[config.mk]
export PLATFORM = sky130hd
export DESIGN_NAME = sw_oarb
export DESIGN_NICKNAME = d
export VERILOG_FILES = /design/src/rtl/sw_pkg.sv /design/src/rtl/sw_rr_pick.sv /design/src/rtl/sw_oarb.sv
export SDC_FILE = /design/constraint.sdc
export NUM_CORES = 1
export LEC_CHECK = 0
export ABC_CLOCK_PERIOD_IN_PS = 2200
export CAP_MARGIN = 10
export CELL_PAD_IN_SITES_DETAIL_PLACEMENT = 2
export CELL_PAD_IN_SITES_GLOBAL_PLACEMENT = 2
export CORE_ASPECT_RATIO = 1.5
export CORE_MARGIN = 10
export CORE_UTILIZATION = 16
export CTS_BUF_LIST = sky130_fd_sc_hd__clkbuf_2
export DETAILED_ROUTE_END_ITERATION = 8
export GPL_ROUTABILITY_DRIVEN = 0
export PLACE_DENSITY = 0.95
export SLEW_MARGIN = 5
export SYNTH_ARGS = -nofsm -noshare
export SYNTH_HDL_FRONTEND = slang
export SYNTH_SLANG_ARGS = --single-unit
[constraint.sdc]
create_clock -name clk -period 2.2 [get_ports clk]
set_clock_uncertainty 0.05 [all_clocks]
set_input_delay 0.66 -clock clk [delete_from_list [all_inputs] [get_ports clk]]
set_output_delay 0.66 -clock clk [all_outputs]
set_load 0.03 [all_outputs]
[src/rtl/sw_pkg.sv]
// ============================================================================
//  Module   : sw_pkg
//  Purpose  : Shared flit-type codes, arbiter states and logic levels.
//  Revision : 1.0
// ============================================================================
`default_nettype none

package sw_pkg;

   localparam logic [1:0] NONE = 2'b00;
   localparam logic [1:0] HEAD = 2'b01;
   localparam logic [1:0] BODY = 2'b10;
   localparam logic [1:0] TAIL = 2'b11;

   localparam logic ASSERT = 1'b1;
   localparam logic NEGATE = 1'b0;

   typedef enum logic [1:0] {
      IDLE = 2'd0,
      ACK  = 2'd1,
      XFER = 2'd2
   } state_e;

endpackage

`default_nettype wire

[src/rtl/sw_rr_pick.sv]
// ============================================================================
//  Module   : sw_rr_pick
//  Purpose  : Combinational round-robin picker, search upward from ptr.
//  Revision : 1.0
// ============================================================================
`default_nettype none

module sw_rr_pick
   import sw_pkg::*;
#(
   parameter int NIN = 4,
   parameter int GW  = 2
) (
   input  logic [NIN-1:0] req,
   input  logic [GW-1:0]  ptr,
   output logic [GW-1:0]  winner,
   output logic           any
);

   int idx;

   // Scan offsets from farthest to nearest so the nearest requester wins.
   always_comb begin
      winner = ptr;
      any    = NEGATE;
      idx    = 0;
      for (int i = NIN - 1; i >= 0; i--) begin
         idx = int'(ptr) + i;
         if (idx >= NIN) begin
            idx = idx - NIN;
         end
         if (req[idx]) begin
            winner = GW'(idx);
            any    = ASSERT;
         end
      end
   end

endmodule

`default_nettype wire

[src/rtl/sw_oarb.sv]
// ============================================================================
//  Module   : sw_oarb
//  Purpose  : Output-port arbiter/sequencer; locks the port per packet.
//  Revision : 1.0
// ============================================================================
`default_nettype none

module sw_oarb
   import sw_pkg::*;
#(
   parameter int NIN = 4,
   parameter int W   = 32
) (
   input  logic                        clk,
   input  logic                        rst,
   input  logic [NIN-1:0]              req,
   input  logic [NIN-1:0]              re,
   input  logic [2*NIN-1:0]            ptype,
   input  logic [NIN*W-1:0]            din,
   output logic [NIN-1:0]              ack,
   output logic [W-1:0]                dout,
   output logic [1:0]                  dtype,
   output logic                        we,
   output logic                        busy,
   output logic [$clog2(NIN)-1:0]      gnt,
   output logic [15:0]                 pkt_cnt
);

   localparam int GW = $clog2(NIN);

   state_e          state_q, state_d;
   logic [GW-1:0]   gnt_q, gnt_d;
   logic [GW-1:0]   ptr_q, ptr_d;
   logic [15:0]     pkt_cnt_q, pkt_cnt_d;

   logic [GW-1:0]   pick_win;
   logic            pick_any;
   logic            sel_re;
   logic [1:0]      sel_type;

   sw_rr_pick #(
      .NIN (NIN),
      .GW  (GW)
   ) u_pick (
      .req    (req),
      .ptr    (ptr_q),
      .winner (pick_win),
      .any    (pick_any)
   );

   always_comb begin
      state_d   = state_q;
      gnt_d     = gnt_q;
      ptr_d     = ptr_q;
      pkt_cnt_d = pkt_cnt_q;
      ack       = '0;
      we        = NEGATE;
      sel_re    = re[gnt_q];
      sel_type  = ptype[2*int'(gnt_q) +: 2];
      dout      = din[W*int'(gnt_q) +: W];
      dtype     = sel_type;

      case (state_q)
         IDLE: begin
            if (pick_any) begin
               gnt_d   = pick_win;
               state_d = ACK;
            end
         end
         ACK: begin
            // A TAIL read here is forwarded but never releases the port.
            ack[gnt_q] = ASSERT;
            we         = sel_re;
            state_d    = XFER;
         end
         XFER: begin
            we = sel_re;
            if (sel_re && (sel_type == TAIL)) begin
               state_d   = IDLE;
               ptr_d     = (gnt_q == GW'(NIN - 1)) ? '0 : gnt_q + 1'b1;
               pkt_cnt_d = pkt_cnt_q + 16'd1;
            end
         end
         default: begin
            state_d = IDLE;
         end
      endcase
   end

   always_ff @(posedge clk) begin
      if (rst) begin
         state_q   <= IDLE;
         gnt_q     <= '0;
         ptr_q     <= '0;
         pkt_cnt_q <= '0;
      end else begin
         state_q   <= state_d;
         gnt_q     <= gnt_d;
         ptr_q     <= ptr_d;
         pkt_cnt_q <= pkt_cnt_d;
      end
   end

   assign busy    = (state_q != IDLE);
   assign gnt     = gnt_q;
   assign pkt_cnt = pkt_cnt_q;

endmodule

`default_nettype wire

Word level (Yosys, flattened, before mapping)
Cells that the tools add are included.

Register bits: 22. Word-level logic and storage cells: 73. Bits of input ports: 146.

Muxes and demuxes: 34. Equal/unequal tests: 6. Add/subtract/negate cells: 9. Shift-type cells: 2. $lt $le $gt $ge: 10. Reduce and logical (&&, ||, !) cells: 8.

Operators with widths (number): $lt A32 B4 Y1 const B (4); $mux W32 (4); $shiftx A128 B8 Y32 (1); $ge A32 B4 Y1 const B (3); $sub A32 B4 Y32 const B (3); $add A16 B1 Y16 const B (1); $mux W1 (15); $mux W2 (7); $bmux W1 S2 (5); $shiftx A8 B4 Y2 (1); $add A2 B2 Y3 const B (2); $eq A2 B2 Y1 const B (3); $pmux W2 S3 (1); $reduce_and A2 Y1 (3); $mux W4 (1); $ne A2 B2 Y1 const B (2); $sub A2 B3 Y4 const B (1); $add A2 B1 Y3 const B (1); $ge A2 B3 Y1 const B (1); $lt A2 B3 Y1 const B (1); $add A2 B1 Y2 const B (1); $demux W1 S2 (1); $eq A2 B1 Y1 const B (1); $ge A2 B1 Y1 const B (1); other kinds (4) (5).

Depth between registers and ports, before layout
Depth in word-level cells: 12. Mapped depth: 7. Gate-level depth less buffers: 6.

Modules after synthesis
Synthesis repeated with hierarchy kept, for this count alone.

Cells, all modules: 201. Area, all modules: 2213.4 um^2.

Modules (own cells, without submodules): sw_oarb (area an instance 2113.3 um^2, cells an instance 185, instances 1); sw_rr_pick (area an instance 100.1 um^2, cells an instance 16, instances 1).

Least setup slack after synthesis
Ideal clock, no wire load.

Path kind: register to output. Start point: reg gnt_q[0] (netlist: gnt[0]). End point: out dout[11]. Arrival time: 1725 ps. Buffers on the path: 2. Setup slack: -235 ps. Cell stages (with the launch flop): 4. Path through: dfxtp_1 -> buf_6 -> buf_2 -> mux4_2.

Longest elaborated chain between the ends: 1.

Ends and longest elaborated chain: from (decl) (RTL line sw_oarb.sv:32) `logic [GW-1:0] gnt_q, gnt_d;`; from (signal assigned) (RTL line sw_oarb.sv:98) `gnt_q <= gnt_d;`; $shiftx A128 B8 Y32 (RTL line sw_oarb.sv:60) `dout = din[W*int'(gnt_q) +: W];`; to (decl) (RTL line sw_oarb.sv:21) `output logic [W-1:0] dout,`.

No other way between the ends.

Final worst setup path
Start point: in din[68]. End point: out dout[4].

Longest elaborated chain between the ends: 1.

Ends and longest elaborated chain: from (decl) (RTL line sw_oarb.sv:19) `input logic [NIN*W-1:0] din,`; $shiftx A128 B8 Y32 (RTL line sw_oarb.sv:60).

No other way between the ends.

==> results.cfg <==
[run_status]
status = finished with violations
violations = negative setup slack

[die]
initial_utilization_pct = 16.45
dieArea_um2 = 18040
rows = 50
die_h_um = 159.6
io_pins = 204
die_x_um = 113.1
core_area_um2 = 12640

[placement]
dp_cells = 564
detailed_place_hpwl_um = 13940
portBuffers = 203
placed_area_um2 = 4431

[finish]
fin_area_um2 = 4818
stdcell_count = 585
drive_gt1_share_pct = 37.18
final_net_count = 581
area_growth_pct = 131.8
final_cell_mix = 102 x clkdlybuf4s50_1, 54 x dlygate4sd2_1, 38 x buf_4, 37 x buf_6, 35 x mux4_2
mostFrequentLayoutCell = clkdlybuf4s50_1

[synth]
yosys.area_share.simple_pct = 15.95
synthXorXnorAreaFrac_pct = 0.4214
synth_cells = 188
synth_top_family_by_area = multiplexers
synth_flop_cell = dfxtp_1
postSynth.asyncResetShare_pct = 0
synth_compound_area_share_pct = 12.40
synth_edf_count = 0
syn_area_um2 = 2078
ys_ff_latch = 22
synth_adder_area_share_pct = 4.816
yosys_warnings = 0
syn-num-nets = 342
yosysUniqueCellTypes = 40
syn_area_per_cell_um2 = 11.05
synth_mux_area_share_pct = 40.10
yosysSeqAreaShare_pct = 21.19

[clock_network]
clockRootBuffer = clkbuf_2
cts.clk_slew.worst_paths_ns = 0.21
clockBufferDepth = 2
cts.sinks = 22
worstSkewPairLatency_ns = 0.32
htreeDepth = 1
cts_tree = built
ctsHoldBuffers = 0
cts_buffers = 3

[worst_setup_path]
worstPathRequired_ns = 1.49
cp-start-kind = input port
crit_arrival_ns = 1.76
path_class = input port to primary output
startpoint = din[68]
crit-reg2reg-launch = gnt[0]
worstPathMaxFanout = 1
endpoint_kind = primary output

[global_routing]
grt_pass1_wl_um = 22480
grt_pass1_vias = 3368
grt_antenna_before_repair = 6
grt.overflow.total = 0
grt_max_degree = 19
grt_usage_pct = 16.58

[power]
power_mw = 2.248
leakagePower_nw = 1.988
power.density_nw_per_um2 = 466.6
ir_worst_vdd_uv = 175.1

[timing]
fmax_ghz = 0.4049
rsz0062_at_grt = yes
fin_crit_sh_pct = 112.3
slew_viol_final = 0
finalCriticalPeriod_ns = 2.470
finalHoldViolCount = 0
tightest_slew_ns = 0.4466
setup_viol = 45
layout_setup_ws_ns = -0.2697
maxSlewHeadroom_pct = 69.95

[detailed_routing]
vias_per_cell = 4.822
route.detailed.drc = 0
num_vias = 2821
ant_nets = 0
dr.pass1.iters = 4
wire_per_inst_um = 27.12
first_iter_violations = 95
routed_wl_um = 15870

[worst_hold_path]
hold_start = pkt_cnt[14]
hold_path.class = register to register

[flow_run]
drv_cap = 0
## state kept, by name, summed over array words and instances, names as in the netlist
signal	count
pkt_cnt	16
ptr_q	2
state_q	2
gnt	2
## synth_stat cells (all sizes together), types with 3 or more instances
cell type  number  area, um2
mux4           35      792.0
dfxtp          22      440.4
a21oi          15      75.07
inv            11      41.29
buf             8      50.04
ha              8      100.1
nand2           7      26.28
o21ai           7      35.03
or3             7      43.79
nand3           6      30.03
and2            5      31.28
nand4           5      46.29
clkbuf          4      15.01
nand2b          4      25.02
nor2            4      15.01
o31ai           4      30.03
or2             4      25.02
or4             4      30.03
mux2i           3      30.03
o311ai          3      26.28
o41ai           3      26.28
## through the flow
stage / setup TNS [ns] / util [%] / hold WS (ns) / worst slack, ns
floorplan: -2.338 / - / 0.4015 / -0.08991
global placement: -16.47 / 35.06 / 0.4253 / -0.8217
detailed placement: -18.44 / 35.06 / 0.4534 / -0.8425
CTS: -9.569 / 37.10 / 0.4868 / -0.3078
global route: -12.83 / 38.11 / 0.5006 / -0.3540
finish: -8.389 / 38.13 / 0.4810 / -0.2697
## layout make-up
cell class                      count  area [um2]
Clock buffer                        3       15.01
Tap cell                          156       195.2
Sequential cell                    22       447.9
Antenna cell                        4       10.01
Timing Repair Buffer              245        2436
Fill cell                        1320        7819
Inverter                           11       41.29
Multi-Input combinational cell    144        1673
## worst max-delay path: stages
cell             delay (ns)
clkdlybuf4s50_1        0.44
mux4_2                 0.49
buf_6                  0.16
## worst paths after layout
kind | slack, ns | depth (start not counted) | endpoint
worst max-delay path | -0.27 | 3 | dout[4]
worst min-delay path | 0.48 | 2 | pkt_cnt[14]
worst max register to register | -0.05 | 8 | pkt_cnt[14]
worst min register to register | 0.48 | 2 | pkt_cnt[14]
## cells by family (layout without fill, tap and decap cells)
group,count (synthesis),after routing
adders and majority gates,8,8
and+or+nand+nor,55,56
xor gates and xnor gates,1,1
AOI/OAI and AO/OA,40,40
muxes,39,39
other,0,4
buffers and inverters,23,259
DFF,22,22
## what timing repair did
item	4_1_cts	5_1_grt
setup buffers	10	2
endpoints found under the setup margin	56	63
cloned	3	0
pin swaps	2	9
gates resized for setup	138	34
## per-layer routing
| metal | track usage (%) | wire length, um | vias up | part of all wire (%) |
|---|---|---|---|---|
| met1 | 19.08 | 6124 | 1385 | 39 |
| met4 | 3.125 | 111 | 2 | 0.70 |
| met5 | 0 | 13 | - | 0.082 |
| li1 | - | - | 1241 | - |
| met3 | 8.588 | 2156 | 8 | 14 |
| met2 | 26.78 | 7459 | 185 | 47 |
## power breakdown
group	internal [mW]	switching (mW)	leakage [nW]
clock	0.0371	0.125	0.0125
combinational	0.840	0.819	1.80
sequential	0.415	0.0122	0.179
Power figures use the tool's default switching activity.
